`config.mk`:
```
export PLATFORM = sky130hd
export DESIGN_NAME = bcd2_sevseg_scan
export DESIGN_NICKNAME = d
export VERILOG_FILES = /design/src/rtl/sevseg_pkg.sv /design/src/rtl/sevseg_decode.sv /design/src/rtl/bcd2_sevseg_scan.sv
export SDC_FILE = /design/constraint.sdc
export NUM_CORES = 1
export LEC_CHECK = 0
export ABC_CLOCK_PERIOD_IN_PS = 6400
export BUFFER_PORTS_ARGS = -buffer_cell sky130_fd_sc_hd__buf_2
export CAP_MARGIN = 15
export CORE_UTILIZATION = 45
export CTS_CLUSTER_DIAMETER = 30
export DETAILED_ROUTE_END_ITERATION = 10
export HOLD_SLACK_MARGIN = 0.15
export PLACE_DENSITY_LB_ADDON = 0.25
export SYNTH_ARGS = -nofsm -noshare
export SYNTH_HDL_FRONTEND = slang
export SYNTH_SLANG_ARGS = --single-unit
```
`constraint.sdc`:
```
create_clock -name clk -period 6.4 [get_ports clk]
set_clock_uncertainty 0.05 [all_clocks]
set_input_delay 1.28 -clock clk [delete_from_list [all_inputs] [get_ports clk]]
set_output_delay 1.28 -clock clk [all_outputs]
set_load 0.005 [all_outputs]
```
`src/rtl/sevseg_pkg.sv`:
```
// Shared types, constants and BCD-to-segment mapping for the two-digit scan driver.
// Patterns are active-high {g,f,e,d,c,b,a}; polarity is applied by the consumer.
package sevseg_pkg;

  typedef enum logic [1:0] {
    BLANK_T = 2'd0,
    SHOW_T  = 2'd1,
    BLANK_O = 2'd2,
    SHOW_O  = 2'd3
  } scan_state_t;

  localparam logic [6:0] SEG_DASH   = 7'h40;
  localparam logic [6:0] SEG_OFF_AH = 7'h00;

  // Codes 10-15 are not valid BCD and show a centre dash.
  function automatic logic [6:0] bcd_to_seg(input logic [3:0] bcd);
    logic [6:0] pat;
    case (bcd)
      4'd0:    pat = 7'h3F;
      4'd1:    pat = 7'h06;
      4'd2:    pat = 7'h5B;
      4'd3:    pat = 7'h4F;
      4'd4:    pat = 7'h66;
      4'd5:    pat = 7'h6D;
      4'd6:    pat = 7'h7D;
      4'd7:    pat = 7'h07;
      4'd8:    pat = 7'h7F;
      4'd9:    pat = 7'h6F;
      default: pat = SEG_DASH;
    endcase
    return pat;
  endfunction

endpackage : sevseg_pkg

```
`src/rtl/sevseg_decode.sv`:
```
// Combinational 4-bit BCD to active-high seven-segment pattern, dash for codes 10-15.
module sevseg_decode
  import sevseg_pkg::*;
(
  input  logic [3:0] bcd_i,
  output logic [6:0] seg_ah_o
);

  always_comb begin
    seg_ah_o = bcd_to_seg(bcd_i);
  end

endmodule : sevseg_decode

```
`src/rtl/bcd2_sevseg_scan.sv`:
```
// Two-digit multiplexed seven-segment driver with dead-time blanking and frame snapshot.
// Optional SEVSEG_LEADING_ZERO_BLANK_EN: a tens digit of 0 is left dark.
module bcd2_sevseg_scan
  import sevseg_pkg::*;
#(
  parameter int unsigned PRESCALE_DIV   = 50000,
  parameter int unsigned BLANK_CYCLES   = 4,
  parameter bit          SEG_ACTIVE_LOW = 1'b1,
  parameter bit          AN_ACTIVE_LOW  = 1'b1
) (
  input  logic       clk,
  input  logic       rst,
  input  logic [3:0] dcba10,
  input  logic [3:0] dcba1,
  input  logic       disp_en,
  output logic [6:0] seg,
  output logic [1:0] an,
  output logic       frame_done
);

  localparam int unsigned MAX_LEN = (PRESCALE_DIV > BLANK_CYCLES) ? PRESCALE_DIV : BLANK_CYCLES;
  localparam int unsigned CNT_W   = (MAX_LEN > 1) ? $clog2(MAX_LEN) : 1;

  localparam logic [CNT_W-1:0] SHOW_LAST  = CNT_W'(PRESCALE_DIV - 1);
  localparam logic [CNT_W-1:0] BLANK_LAST = CNT_W'(BLANK_CYCLES - 1);

  localparam logic [6:0] SEG_OFF = SEG_ACTIVE_LOW ? ~SEG_OFF_AH : SEG_OFF_AH;
  localparam logic [1:0] AN_OFF  = AN_ACTIVE_LOW  ? 2'b11 : 2'b00;

  scan_state_t      state_q, state_d;
  logic [CNT_W-1:0] cnt_q, cnt_d;
  logic [3:0]       snap10_q, snap10_d;
  logic [3:0]       snap1_q, snap1_d;
  logic [6:0]       seg_q, seg_d;
  logic [1:0]       an_q, an_d;

  logic             slot_last;
  logic             frame_end;
  logic [3:0]       dec_bcd;
  logic [6:0]       dec_seg_ah;
  logic [6:0]       seg_ah;
  logic [1:0]       an_ah;

  always_comb begin
    slot_last = 1'b0;
    case (state_q)
      BLANK_T, BLANK_O: slot_last = (cnt_q == BLANK_LAST);
      SHOW_T,  SHOW_O:  slot_last = (cnt_q == SHOW_LAST);
      default:          slot_last = 1'b1;
    endcase
  end

  assign frame_end = (state_q == SHOW_O) && slot_last;

  always_comb begin
    state_d = state_q;
    if (slot_last) begin
      case (state_q)
        BLANK_T: state_d = SHOW_T;
        SHOW_T:  state_d = BLANK_O;
        BLANK_O: state_d = SHOW_O;
        SHOW_O:  state_d = BLANK_T;
        default: state_d = BLANK_T;
      endcase
    end
  end

  assign cnt_d = slot_last ? '0 : cnt_q + 1'b1;

  // Snapshot only at the frame boundary so a digit pair is never torn across slots.
  always_comb begin
    snap10_d = snap10_q;
    snap1_d  = snap1_q;
    if (frame_end) begin
      snap10_d = dcba10;
      snap1_d  = dcba1;
    end
  end

  // The snapshot is stable whenever a SHOW state is being entered, so one decoder suffices.
  assign dec_bcd = (state_d == SHOW_T) ? snap10_q : snap1_q;

  sevseg_decode u_decode (
    .bcd_i    (dec_bcd),
    .seg_ah_o (dec_seg_ah)
  );

  always_comb begin
    an_ah  = 2'b00;
    seg_ah = SEG_OFF_AH;
    if (disp_en) begin
      case (state_d)
        SHOW_T: begin
`ifdef SEVSEG_LEADING_ZERO_BLANK_EN
          if (snap10_q != 4'd0) begin
            an_ah  = 2'b10;
            seg_ah = dec_seg_ah;
          end
`else
          an_ah  = 2'b10;
          seg_ah = dec_seg_ah;
`endif
        end
        SHOW_O: begin
          an_ah  = 2'b01;
          seg_ah = dec_seg_ah;
        end
        default: begin
          an_ah  = 2'b00;
          seg_ah = SEG_OFF_AH;
        end
      endcase
    end
  end

  assign an_d  = AN_ACTIVE_LOW  ? ~an_ah  : an_ah;
  assign seg_d = SEG_ACTIVE_LOW ? ~seg_ah : seg_ah;

  always_ff @(posedge clk) begin
    if (rst) begin
      state_q  <= BLANK_T;
      cnt_q    <= '0;
      snap10_q <= '0;
      snap1_q  <= '0;
      seg_q    <= SEG_OFF;
      an_q     <= AN_OFF;
    end else begin
      state_q  <= state_d;
      cnt_q    <= cnt_d;
      snap10_q <= snap10_d;
      snap1_q  <= snap1_d;
      seg_q    <= seg_d;
      an_q     <= an_d;
    end
  end

  assign seg        = seg_q;
  assign an         = an_q;
  assign frame_done = frame_end;

endmodule : bcd2_sevseg_scan

```
=== Word-level counts from Yosys, hierarchy flattened ===
Memories as Yosys holds them, arrays and structs flattened.
Index checks and enable logic that the tools add are counted.

* Add/subtract/negate cells: 1
* Equal/unequal tests: 7
* Reductions and logical operators: 6
* Multiplexer cells: 8
* Bitwise logic cells: 2

{| class="wikitable"
|+ Operators with widths
! operator !! number
|-
| $add 16x1->16 const B || 1
|-
| $eq 16x16->1 const B || 1
|-
| $eq 16x2->1 const B || 1
|-
| $mux 7 || 2
|-
| $pmux 2 s4 || 1
|-
| $reduce_or 2->1 || 4
|-
| $not 7->7 || 1
|-
| $eq 2x2->1 const B || 3
|-
| $eq 2x1->1 const B || 2
|-
| $mux 2 || 2
|-
| $mux 4 || 1
|-
| $pmux 2 s2 || 1
|-
| $logic_not 2->1 || 1
|-
| $not 2->2 || 1
|-
| $pmux 1 s2 || 1
|-
| $logic_and 1x1->1 || 1
|}

* Memories kept: 1
* Logic and storage cells: 31
* Output and inout port bits: 10
* Input bits: 11
* Register bits: 35
* Bits in read-only memories: 112

{| class="wikitable"
|+ Memories
! name !! depth !! bits a word !! read ports !! clocked after Yosys merged registers in !! wr ports !! RTL line !! RTL
|-
| (no name shown) || 16 || 7 || 1 || 0 || 0 || sevseg_pkg.sv:18 || <nowiki>case (bcd)</nowiki>
|}

=== Logic depth before layout (Yosys ltp) ===
Gate-level depths: netlist (run 1).
An unclocked memory read counts as a cell.

* Depth in word-level cells: 10
* Mapped depth: 11
* Mapped depth without buffers: 11

=== By module ===
From an unflattened synthesis (run 1), not the netlist that was laid out.

* Cells, all modules: 185
* Area total of the unflattened synthesis: 1705.4 um2

{| class="wikitable"
|+ By module, submodules not included
! module !! cells each !! instances !! area each (um2) !! seq. area each (um2)
|-
| bcd2_sevseg_scan || 156 || 1 || 1477.7 || 700.7
|-
| sevseg_decode || 29 || 1 || 227.7 || 0.0
|}

=== Worst setup path after synthesis (run 1) ===
OpenSTA, ideal clock, no wires.

* Kind: reg2reg
* Start point: register cnt_q[0]
* End point: register seg_q[0], in the netlist seg[0]
* Clock period less this slack: 2.831 ns
* Library setup time: 0.122 ns
* Slack: 3.569 ns
* Path buffers: 0
* Data arrival time: 2.659 ns
* Data required time: 6.228 ns
* Cell stages (with the launch flop): 11
* Cell sequence: dfxtp_1 -> ha_1 -> nor4b_1 -> nand2_1 -> a21oi_4 -> mux2i_4 -> mux2i_1 -> inv_1 -> ha_1 -> a21o_1 -> a221o_1

* Longest elaborated chain between the ends: 9
* Elaborated cells on any way between the ends: 12
* Classes of those cells: eq/ne: 4; mux: 5; bitwise: 1; reduce/logical: 1; memory: 1

{| class="wikitable"
|+ Ends and longest elaborated chain
! item !! RTL line !! RTL
|-
| from (decl) || bcd2_sevseg_scan.sv:31 || <nowiki>logic [CNT_W-1:0] cnt_q, cnt_d;</nowiki>
|-
| from (signal assigned) || bcd2_sevseg_scan.sv:129 || <nowiki>cnt_q <= cnt_d;</nowiki>
|-
| $eq 16x16->1 / $eq 16x2->1 (equally long branches) || bcd2_sevseg_scan.sv:48, bcd2_sevseg_scan.sv:47 ||
|-
| $pmux 1 s2 * || bcd2_sevseg_scan.sv:46 || <nowiki>case (state_q)</nowiki>
|-
| $mux 2 * || bcd2_sevseg_scan.sv:57 || <nowiki>if (slot_last) begin</nowiki>
|-
| $eq 2x1->1 || bcd2_sevseg_scan.sv:81, bcd2_sevseg_scan.sv:92 ||
|-
| $mux 4 || bcd2_sevseg_scan.sv:81 || <nowiki>assign dec_bcd = (state_d == SHOW_T) ? snap10_q : snap1_q;</nowiki>
|-
| $mem_v2 16x7 || n/a ||
|-
| $mux 7 * || bcd2_sevseg_scan.sv:92 || <nowiki>case (state_d)</nowiki>
|-
| $mux 7 * || bcd2_sevseg_scan.sv:91 || <nowiki>if (disp_en) begin</nowiki>
|-
| $not 7->7 * || bcd2_sevseg_scan.sv:117 || <nowiki>assign seg_d = SEG_ACTIVE_LOW ? ~seg_ah : seg_ah;</nowiki>
|-
| to (signal assigned) || bcd2_sevseg_scan.sv:132 || <nowiki>seg_q <= seg_d;</nowiki>
|-
| to (decl) || bcd2_sevseg_scan.sv:34 || <nowiki>logic [6:0] seg_q, seg_d;</nowiki>
|}

Every way passes the cells marked *; elsewhere a longest branch is shown, timed or not.
A chain may end at the register's enable or synchronous reset.

=== Worst setup path after layout (run 1) ===
* Start point: register cnt_q[0]
* End point: output frame_done

* Longest elaborated chain between the ends: 3
* Elaborated cells on any way between the ends: 4
* Classes of those cells: eq/ne: 2; mux: 1; reduce/logical: 1

{| class="wikitable"
|+ Ends and longest elaborated chain
! item !! RTL line !! RTL
|-
| $eq 16x16->1 / $eq 16x2->1 (equally long branches) || bcd2_sevseg_scan.sv:48, bcd2_sevseg_scan.sv:47 ||
|-
| $pmux 1 s2 * || bcd2_sevseg_scan.sv:46 ||
|-
| $logic_and 1x1->1 * || bcd2_sevseg_scan.sv:53 || <nowiki>assign frame_end = (state_q == SHOW_O) && slot_last;</nowiki>
|-
| to (decl) || bcd2_sevseg_scan.sv:18 || <nowiki>output logic frame_done</nowiki>
|}

Marked as above.

==> results of run 1 <==
## cell usage after synthesis (all sizes together)
cell and n:
a21o 3, nor2 29, and3 2, or2 2, nand2 26, mux2 3, clkinv 1, a21oi 11
clkbuf 4, inv 7, a31oi 1, a221o 2, mux2i 5, xor2 10, nand3 9, nor4 3
o2111ai 1, nor4b 1, or3b 2, o21ai 4, nand3b 1, xnor2 4, dfxtp 35, and4 1
and2 2, nand4 4, ha 9
## worst max-delay path: cells and delay by family, from the launching register on
family	cells	cell delay, ns
buf+inv	2	0.35
compound gates	1	0.23
simple gates	3	0.64
fa+ha+maj	1	0.27
flops	1	0.39
## report_power, final
part | total [uW] | leakage [uW] | internal, uW | switching [uW]
registers | 225 | 0.000283 | 222 | 3.15
logic | 29.9 | 0.000411 | 13.3 | 16.5
clock network | 120 | 0.0000341 | 50.9 | 69.0
## cell usage in the layout, fill, tap and decap left out, types with 2 or more instances in the layout
master,netlist,layout
clkbuf_4,0,5
nor2_1,29,29
and3_1,2,2
inv_1,7,7
buf_2,0,20
mux2i_1,3,3
xnor2_1,4,4
nand3_1,9,9
or3b_2,2,2
a21o_1,3,3
mux2_2,2,2
and2_1,2,2
ha_1,9,9
a221o_1,2,2
o21ai_0,4,4
a21oi_1,10,10
nand4_1,3,3
nand2_1,26,26
or2_2,2,2
xor2_1,10,10
nor4_1,3,3
dfxtp_1,35,35
## worst max-delay path by stage
stage	startpoint	endpoint	slack, ns
2_1_floorplan	cnt_q[0]	seg[0]	3.57
3_3_place_gp	cnt_q[0]	frame_done	3.29
3_5_place_dp	cnt_q[0]	frame_done	3.22
4_1_cts	cnt_q[0]	frame_done	2.84
5_1_grt	cnt_q[0]	frame_done	2.66
6_report	cnt_q[0]	frame_done	2.85
## registers in the layout (all words and copies together), names as in the netlist
name      cells
state_q       2
seg           7
snap10_q      4
an            2
cnt_q        16
snap1_q       4
## stage by stage
stage | utilization (%) | setup WS [ns] | hold WS, ns | instances
after CTS | 53.4 | 2.84 | 0.433 | 251
after floorplan | - | 3.57 | 0.380 | 182
after global placement | 51.7 | 3.29 | 0.394 | 244
after detailed placement | 51.7 | 3.22 | 0.409 | 244
after global routing | 53.4 | 2.66 | 0.467 | 251
final | 53.4 | 2.85 | 0.429 | 251
## routing by layer
metal,up-vias,wire (microns),GRT usage (%)
met4,0,36,8.25
met5,-,0,0
met3,4,108,6.21
met1,633,1290,19.7
li1,656,-,-
met2,22,1650,35.6
## logic make-up after synthesis
family / Yosys count
simple gates: 82
mux: 8
buf+inv: 12
compound gates: 22
fa+ha+maj: 9
flops: 35
xor+xnor: 14
## final cells by class
cell class                      count  share of cell area, %
Multi-Input combinational cell    135                   47.8
Sequential cell                    35                   38.7
Timing Repair Buffer               20                   5.53
Tap cell                           46                   3.18
Clock buffer                        6                   2.84
Inverter                            8                   1.66
Clock inverter                      1                  0.277
==> results by group, run 1 <==
Outcome
  • Outcome: completed

Floorplan
  • # IOs: 21
  • Die W: 61.8 microns
  • Core area: ~3400 sq um
  • DIE HEIGHT: a little over 60 microns
  • Die Area: 3820 sq um
  • # rows: 21
  • Initial Utilization: 47.5%

CTS
  • Setup Buffers After CTS: 0
  • Longest Clk Path Bufs: 2
  • Worst-path clk slew: ~0.10 ns
  • Hold-fix buffers, CTS: 0
  • CTS H-Tree Depth: 2
  • Root buf cell: clkbuf_4
  • TritonCTS Buffers: 5
  • Worst-Skew Late Latency: 0.33 ns
  • Cts repair resizes: 0
  • Clk sinks: 35
  • CTS tree: done

Synthesis
  • Main area contributors after synthesis: dfxtp_1 44%, ha_1 7.0%, nor2_1 6.8%
  • XOR/XNOR share of the synthesized area: 7.61%
  • Distinct cells, synth: 32
  • Compound-Gate Fraction of Synth Area: 8.94%
  • Syn Area/Cell: 8.85 sq um
  • Yosys warnings: 0
  • Area share of the largest cell type after synthesis: a little over two fifths
  • Mux contribution to synthesized area: under 10%
  • Register area share after synthesis: about 44%
  • Yosys top cell by area: dfxtp_1
  • Synth Instances: ~180
  • Syn nets: around 200
  • Adder-cell share of the synthesized area: about 7.0%
  • Seq cells post-synth: 35
  • Synthesized cell area: 1610 sq um
  • Largest family of logic cells by synthesized area: simple AND/OR/NAND/NOR gates
  • Simple-Gate Fraction of Synth Area: 23.7%

Timing
  • Final hold viol count: 0
  • Slew headroom: ~73%
  • Worst Tran Pin Value: roughly 0.4 ns
  • # setup viols final: 0
  • TNS Setup: 0 ns
  • Max Freq: 282 MHz
  • RSZ-0062 raised after global routing: no
  • Pins Over Slew Limit: 0
  • Minimum clock period: 3.55 ns
  • Final Cycle Share: a little under three fifths

Critical path
  • Worst Setup Start Kind: register
  • RR Startpoint: cnt_q[0]
  • R2R Path End: seg[3]
  • Reg-to-reg slack, setup: approximately 3.2 ns
  • Required @ worst endpoint: 5.07 ns
  • Max stage delay cell, worst path: dfxtp_1
  • Critical path's largest stage delay: 0.39 ns
  • Crit path cell chain: ha_1 > nor4b_1 > nand2_1 > a21oi_4 > nand2_1 > clkinv_1 > buf_2
  • Most frequent CP cell: nand2_1
  • Worst setup path class: register to output pin
  • Worst setup EP type: output pin
  • CP arrival: 2.22 ns
  • Crit-path max FO: 9
  • R2R cell count: 10

Global route
  • Initial antenna violation count: 0
  • First-pass GRT wire length: roughly 5.3 mm
  • Number of global-route vias before repair: between 1000 and 1500
  • GR Overflow Total: 0
  • Pin count of the biggest net entering global routing: 17
  • Gr usage total: between 10% and 20%

Detailed routing
  • Vias per cell: roughly 5.2
  • Initial DRC count: 70
  • Post-route ant nets: 0
  • DR WL/cell: around 12 microns
  • WL final: around 3.1 mm
  • Detailed-route via count: about 1300
  • # DRC: 0
  • Drt pass-1 iters: 4

Hold path
  • Worst Hold Endpoint: snap10_q[0]
  • Hold Path Stages: 2
  • Hold Path Class: register to register
  • Hold Path Origin: snap10_q[0]

Finish
  • Layout cells sized above 1: between 10% and 20%
  • Area of the multi-input gates: ~860 sq um
  • P&R area growth vs syn: 12.4%
  • # fillers: around 330
  • Final-stage net count: 225
  • Register area: 701 sq um
  • Post-route cell area: between 1500 and 2000 sq um
  • Antenna fix cells: 0

Placed design
  • Placer congestion estimate: 0.877
  • Hpwl dp: about 2.4 mm
  • Buffers on Ports: 20
  • Placed cell areas: approximately 1800 sq um

Pwr
  • Tot Pwr: roughly 380 uW
  • Leakage: about 0.00073 uW
  • VDD IR max: around 110 uV
  • Pwr per Cell Area: around 210 nW/um^2

Flow run
  • Max-cap violations: 0
Note: power is estimated with default switching activity, not from simulation.
==> run 2, diff against run 1 <==
--- a/config.mk
+++ b/config.mk
@@ -5,7 +5,7 @@
 export SDC_FILE = /design/constraint.sdc
 export NUM_CORES = 1
 export LEC_CHECK = 0
-export ABC_CLOCK_PERIOD_IN_PS = 6400
+export ABC_CLOCK_PERIOD_IN_PS = 3500
 export BUFFER_PORTS_ARGS = -buffer_cell sky130_fd_sc_hd__buf_2
 export CAP_MARGIN = 15
 export CORE_UTILIZATION = 45
==> constraint.sdc (replaced) <==
create_clock -name clk -period 3.5 [get_ports clk]
set_clock_uncertainty 0.05 [all_clocks]
set_input_delay 0.7 -clock clk [delete_from_list [all_inputs] [get_ports clk]]
set_output_delay 0.7 -clock clk [all_outputs]
set_load 0.005 [all_outputs]
==> results by group, run 2 (same netlist as run 1, synthesis figures left out) <==
Finish
  • Most common cell after layout, fill and taps aside: dfxtp_1
  • Final-stage net count: 225 (unchanged)
  • Register area: 701 sq um (unchanged)
  • Area of the multi-input gates: 865 sq um (unchanged)
  • Antenna fix cells: 0 (unchanged)
  • P&R area growth vs syn: 14.2%
  • Max reg flops: 16 (unchanged)
  • # fillers: 330 (-0.30%)
  • Most frequent cells in the layout: 35 x dfxtp_1, 29 x nor2_1, 26 x nand2_1, 20 x buf_2
  • Non-filler cells, final: 252 (+0.40%)
  • Layout cells sized above 1: 18.9% (+0.40 points)
  • Register with the most flip-flops: cnt_q

CTS
  • Setup Buffers After CTS: 0 (unchanged)
  • Longest Clk Path Bufs: 2 (unchanged)
  • Worst-Skew Late Latency: 0.34 ns (about the same)
  • TritonCTS Buffers: 5 (unchanged)
  • Cts repair resizes: 0 (unchanged)
  • CTS tree: done
  • Root buf cell: clkbuf_4
  • CTS H-Tree Depth: 2 (unchanged)
  • Worst-path clk slew: 0.11 ns (about the same)
  • Hold-fix buffers, CTS: 0 (unchanged)
  • Clk sinks: 35 (unchanged)

Critical path
  • Crit-path max FO: 10 (+1)
  • Most frequent CP cell: ha_1
  • Crit path cell chain: ha_1 > nor4b_1 > nand2_1 > a21oi_4 > mux2i_4 > mux2i_1 > inv_1 > ha_1 > a21o_1 > a221o_1
  • Reg-to-reg slack, setup: 0.35 ns (-2.86 ns)
  • R2R Path End: seg[0]
  • CP arrival: 3.33 ns (+1.11 ns)
  • Required @ worst endpoint: 3.68 ns (-1.39 ns)
  • RR Startpoint: cnt_q[0]
  • Critical path's largest stage delay: 0.47 ns (+0.08 ns)
  • R2R cell count: 10 (unchanged)
  • Worst setup path class: register to register
  • Worst Setup Start Kind: register
  • Worst setup EP type: register
  • Max stage delay cell, worst path: mux2i_4

Global route
  • Gr usage total: 19.5% (+0.23 points)
  • Initial antenna violation count: 0 (unchanged)
  • Pin count of the biggest net entering global routing: 17 (unchanged)
  • Number of global-route vias before repair: 1267 (-1.3%)
  • First-pass GRT wire length: 5.29 mm (-0.26%)
  • GR Overflow Total: 0 (unchanged)

Pwr
  • Psw: 173 uW (+94%)
  • Switching Share: 22.3% (-1.3 points)
  • Combinational group share of total power: 7.0% (-1.0 points)
  • Clock power share: 39.5% (+7.5 points)
  • Leakage: 0.000743 uW (+1.9%)
  • P_int: 599 uW (+110%)
  • VDD IR max: 226 uV (+99%)
  • Tot Pwr: 772 uW (+110%)
  • Sequential share of power: 53.5% (-6.6 points)
  • Pwr per Cell Area: 420 nW/um^2 (+100%)

Detailed routing
  • # DRC: 0 (unchanged)
  • Vias per cell: 5.11 (-2.5%)
  • Detailed-route via count: 1287 (-2.1%)
  • Drt pass-1 iters: 4 (unchanged)
  • WL final: 3.14 mm (+1.7%)
  • Initial DRC count: 51 (-27%)
  • Post-route ant nets: 0 (unchanged)
  • DR WL/cell: 12.5 microns (+1.3%)

Placed design
  • Placed Cells: 244 (unchanged)
  • Placer congestion estimate: 0.866 (-1.2%)
  • Place WS: 0.360 ns (-2.86 ns)
  • Buffers on Ports: 20 (unchanged)
  • Hpwl dp: 2.38 mm (+0.41%)

Timing
  • Pins Over Slew Limit: 0 (unchanged)
  • Final WS setup: 0.348 ns (-2.51 ns)
  • Final Cycle Share: roughly nine tenths
  • # setup viols final: 0 (unchanged)
  • Worst Tran Pin Value: 0.435 ns (+0.0365 ns)
  • Minimum clock period: roughly 3.2 ns
  • Max Freq: 317 MHz
  • TNS Setup: 0 ns (unchanged)
  • RSZ-0062 raised after global routing: no
  • Final hold viol count: 0 (unchanged)
  • Slew headroom: 70.4% (-2.2 points)
  • Hold Slack: 0.439 ns (+0.00999 ns)

Flow run
  • Max-cap violations: 0 (unchanged)

Hold path
  • Hold Path Class: register to register
  • Hold Path Stages: 2 (unchanged)
  • Worst Hold Endpoint: snap1_q[1]
  • Hold Path Origin: snap1_q[1]

Floorplan
  • Initial Utilization: 47.5% (unchanged)
  • DIE HEIGHT: 61.8 microns (unchanged)
  • # IOs: 21 (unchanged)
  • Core area: 3390 sq um (unchanged)
  • Die Area: 3820 sq um (unchanged)
  • Die W: 61.8 microns (unchanged)
  • # rows: 21 (unchanged)

Outcome
  • Outcome: completed
==> run 2: stage by stage <==
stage | utilization [%] | area (sq um)
floorplan | - | 1610
global placement | 51.7 | 1750
detailed placement | 51.7 | 1750
CTS | 54.3 | 1840
global route | 54.3 | 1840
finish | 54.3 | 1840
==> run 2: worst max path at each step <==
stage / from / end / slack, ns
3_3_place_gp: cnt_q[0] / seg[3] / 0.54
3_5_place_dp: cnt_q[0] / seg[0] / 0.36
6_report: cnt_q[0] / seg[0] / 0.35
2_1_floorplan: cnt_q[0] / seg[0] / 0.67
4_1_cts: cnt_q[0] / seg[0] / 0.32
5_1_grt: cnt_q[0] / seg[3] / 0.16
==> run 2: power groups by stage <==
stage,Clock (uW),Combinational [uW],Sequential [uW]
final,305,54.4,413
after CTS,315,55.0,413
after global routing,328,61.4,414
after floorplan,0,40.4,421
after global placement,0,52.5,421
after detailed placement,0,54.7,422
==> run 2: critical path: cells and delay by family, from the launching register on <==
family	cells	cell delay [ns]
buffers and inverters	1	0.12
muxes	2	0.90
and+or+nand+nor	2	0.38
AOI/OAI and AO/OA	3	0.71
adders and majority gates	2	0.48
DFF	1	0.40
==> run 2: layout make-up <==
class                      instances  share of cell area, %
timing repair buffer              20                   5.44
tap                               46                   3.13
sequential                        35                   38.1
inverter                           8                   1.63
multi-input combinational        135                   47.0
clock inverter                     2                   1.90
clock buffer                       6                   2.79
==> run 2: layer usage <==
| metal | GRT usage, % | vias up | share of wire (%) |
|---|---|---|---|
| li1 | - | 655 | - |
| met1 | 18.8 | 609 | 42 |
| met2 | 37.3 | 18 | 54 |
| met3 | 5.80 | 5 | 3.1 |
| met4 | 9.52 | 0 | 1.7 |
| met5 | 0 | - | 0 |
==> run 3, diff against run 2 <==
--- a/config.mk
+++ b/config.mk
@@ -13,6 +13,7 @@
 export DETAILED_ROUTE_END_ITERATION = 10
 export HOLD_SLACK_MARGIN = 0.15
 export PLACE_DENSITY_LB_ADDON = 0.25
+export SETUP_SLACK_MARGIN = 0.5
 export SYNTH_ARGS = -nofsm -noshare
 export SYNTH_HDL_FRONTEND = slang
 export SYNTH_SLANG_ARGS = --single-unit
==> results by group, run 3 (same netlist as run 1, synthesis figures left out) <==
Finish
  • Final-stage net count: 229 (+1.8%)
  • Most common cell after layout, fill and taps aside: dfxtp_1
  • Antenna fix cells: 0 (unchanged)
  • Register with the most flip-flops: cnt_q
  • P&R area growth vs syn: 17.2%
  • Final core occ: 55.7% (+1.4 points)
  • Layout cells sized above 1: 21.9% (+3.0 points)
  • # fillers: 324 (-1.8%)
  • Most frequent cells in the layout: 35 x dfxtp_1, 29 x nor2_1, 25 x nand2_1, 20 x buf_2
  • Max reg flops: 16 (unchanged)

Detailed routing
  • DR WL/cell: 12.5 microns (+0.35%)
  • Vias per cell: 5.11 (about the same)
  • Detailed-route via count: 1308 (+1.6%)
  • WL final: 3.20 mm (+1.9%)
  • Drt pass-1 iters: 4 (unchanged)
  • Post-route ant nets: 0 (unchanged)
  • # DRC: 0 (unchanged)
  • Initial DRC count: 62 (+22%)

Critical path
  • Crit path cell chain: ha_2 > nor4b_1 > nand2_1 > a21oi_4 > mux2i_4 > buf_4 > mux2_2 > ha_1 > a221o_1
  • WP buf/inv: 1 (unchanged)
  • Worst setup path class: register to register
  • R2R cell count: 9 (-1)
  • Required @ worst endpoint: 3.68 ns (about the same)
  • CP arrival: 3.05 ns (-0.28 ns)
  • RR Startpoint: cnt_q[0]
  • Worst setup EP type: register
  • Crit-path max FO: 5 (-5)
  • Critical path's top delay family: multiplexers
  • Worst Setup Start Kind: register
  • R2R Path End: seg[3]
  • Critical path's largest stage delay: 0.40 ns (-0.07 ns)
  • Max stage delay cell, worst path: dfxtp_1
  • Reg-to-reg slack, setup: 0.64 ns (+0.29 ns)

CTS
  • Root buf cell: clkbuf_4
  • TritonCTS Buffers: 5 (unchanged)
  • CTS H-Tree Depth: 2 (unchanged)
  • Worst-Skew Late Latency: 0.34 ns (about the same)
  • Worst-path clk slew: 0.11 ns (about the same)
  • Clk sinks: 35 (unchanged)
  • Hold-fix buffers, CTS: 0 (unchanged)
  • Longest Clk Path Bufs: 2 (unchanged)
  • CTS tree: done

Timing
  • Max Freq: 349 MHz (+10%)
  • Final hold viol count: 0 (unchanged)
  • RSZ-0062 raised after global routing: no
  • Worst Tran Pin Value: 0.453 ns (+0.0175 ns)
  • Pins Over Slew Limit: 0 (unchanged)
  • Minimum clock period: 2.86 ns (-0.289 ns)
  • Slew headroom: 69.2% (-1.2 points)
  • # setup viols final: 0 (unchanged)
  • Final WS setup: 0.637 ns (+0.289 ns)
  • TNS Setup: 0 ns (unchanged)
  • Hold Slack: 0.442 ns (+0.00226 ns)
  • Final Cycle Share: 81.8% (-8.3 points)

Pwr
  • Pwr per Cell Area: 415 nW/um^2 (-1.1%)
  • Leakage: 0.000755 uW (+1.7%)
  • VDD IR max: 227 uV (+0.14%)
  • Psw: 176 uW (+2.2%)
  • Switching Share: 22.5% (+0.15 points)
  • Combinational group share of total power: 8.3% (+1.3 points)
  • Tot Pwr: 783 uW (+1.5%)
  • P_int: 607 uW (+1.3%)
  • Sequential share of power: 52.7% (-0.8 points)
  • Clock power share: 39.0% (-0.5 points)

Hold path
  • Worst Hold Endpoint: cnt_q[0]
  • Hold Path Class: register to register
  • Hold Path Origin: cnt_q[0]
  • Hold Path Stages: 1 (-1)

Floorplan
  • Initial Utilization: 47.5% (unchanged)
  • DIE HEIGHT: 61.8 microns (unchanged)
  • # rows: 21 (unchanged)
  • Die Area: 3820 sq um (unchanged)
  • Die W: 61.8 microns (unchanged)
  • Core area: 3390 sq um (unchanged)
  • # IOs: 21 (unchanged)

Placed design
  • Placer congestion estimate: 0.866 (unchanged)
  • Place WS: 0.360 ns (unchanged)
  • Buffers on Ports: 20 (unchanged)
  • Hpwl dp: 2.38 mm (unchanged)

Global route
  • Pin count of the biggest net entering global routing: 17 (unchanged)
  • Met1 usage: 19.3% (+0.56 points)
  • Gr usage total: 19.8% (+0.36 points)
  • GR Overflow Total: 0 (unchanged)
  • First-pass GRT wire length: 5.39 mm (+1.8%)
  • Top Usage Layer GRT: met2
  • GRT met3 Usage: 5.80% (unchanged)
  • Initial antenna violation count: 0 (unchanged)
  • Number of global-route vias before repair: 1285 (+1.4%)
  • GR Layer Usage met2: 37.9% (+0.61 points)

Flow run
  • Max-cap violations: 0 (unchanged)

Outcome
  • Outcome: completed
-- run 3: area by class of cell --
type / count / area [sq um] / share of cell area, %
repair buffers: 24 / 130 / 6.90
well taps: 46 / 57.6 / 3.05
flip-flops and latches: 35 / 701 / 37.1
clock buffers: 6 / 51.3 / 2.72
multi-input cells: 135 / 882 / 46.8
inverters: 8 / 30.0 / 1.59
clock inverters: 2 / 35.0 / 1.86
-- run 3: routing by layer --
layer | vias to the layer above | part of all wire (%) | wire [microns]
met4 | 0 | 1.8 | 57
met5 | - | 0 | 0
li1 | 664 | - | -
met2 | 20 | 55 | 1750
met3 | 7 | 3.3 | 107
met1 | 617 | 40 | 1290
-- run 3: power groups by stage --
stage                     Clock, uW  Sequential [uW]  Combinational [uW]
after CTS                       315              413                62.4
after global routing            328              414                72.3
after global placement            0              421                52.5
final                           306              413                65.0
after floorplan                   0              421                40.4
after detailed placement          0              422                54.7
-- run 3: repair_timing --
| action | CTS | global route |
|---|---|---|
| pin swaps | 0 | 0 |
| hold endpoints to repair | 0 | 0 |
| resized for setup | 1 | 3 |
| endpoints found under the setup margin | 3 | 3 |
| setup buffers | 3 | 1 |
-- run 3: worst max-delay path by stage --
stage	cells after the start	to	startpoint	slack [ns]
4_1_cts	7	frame_done	cnt_q[0]	0.50
2_1_floorplan	10	seg[0]	cnt_q[0]	0.67
3_3_place_gp	10	seg[3]	cnt_q[0]	0.54
3_5_place_dp	10	seg[0]	cnt_q[0]	0.36
5_1_grt	9	seg[3]	cnt_q[0]	0.51
6_report	9	seg[3]	cnt_q[0]	0.64
-- run 3: stage by stage --
step / cells / area [sq um]
floorplan: 182 / 1610
global placement: 244 / 1750
detailed placement: 244 / 1750
CTS: 255 / 1870
global route: 256 / 1890
finish: 256 / 1890
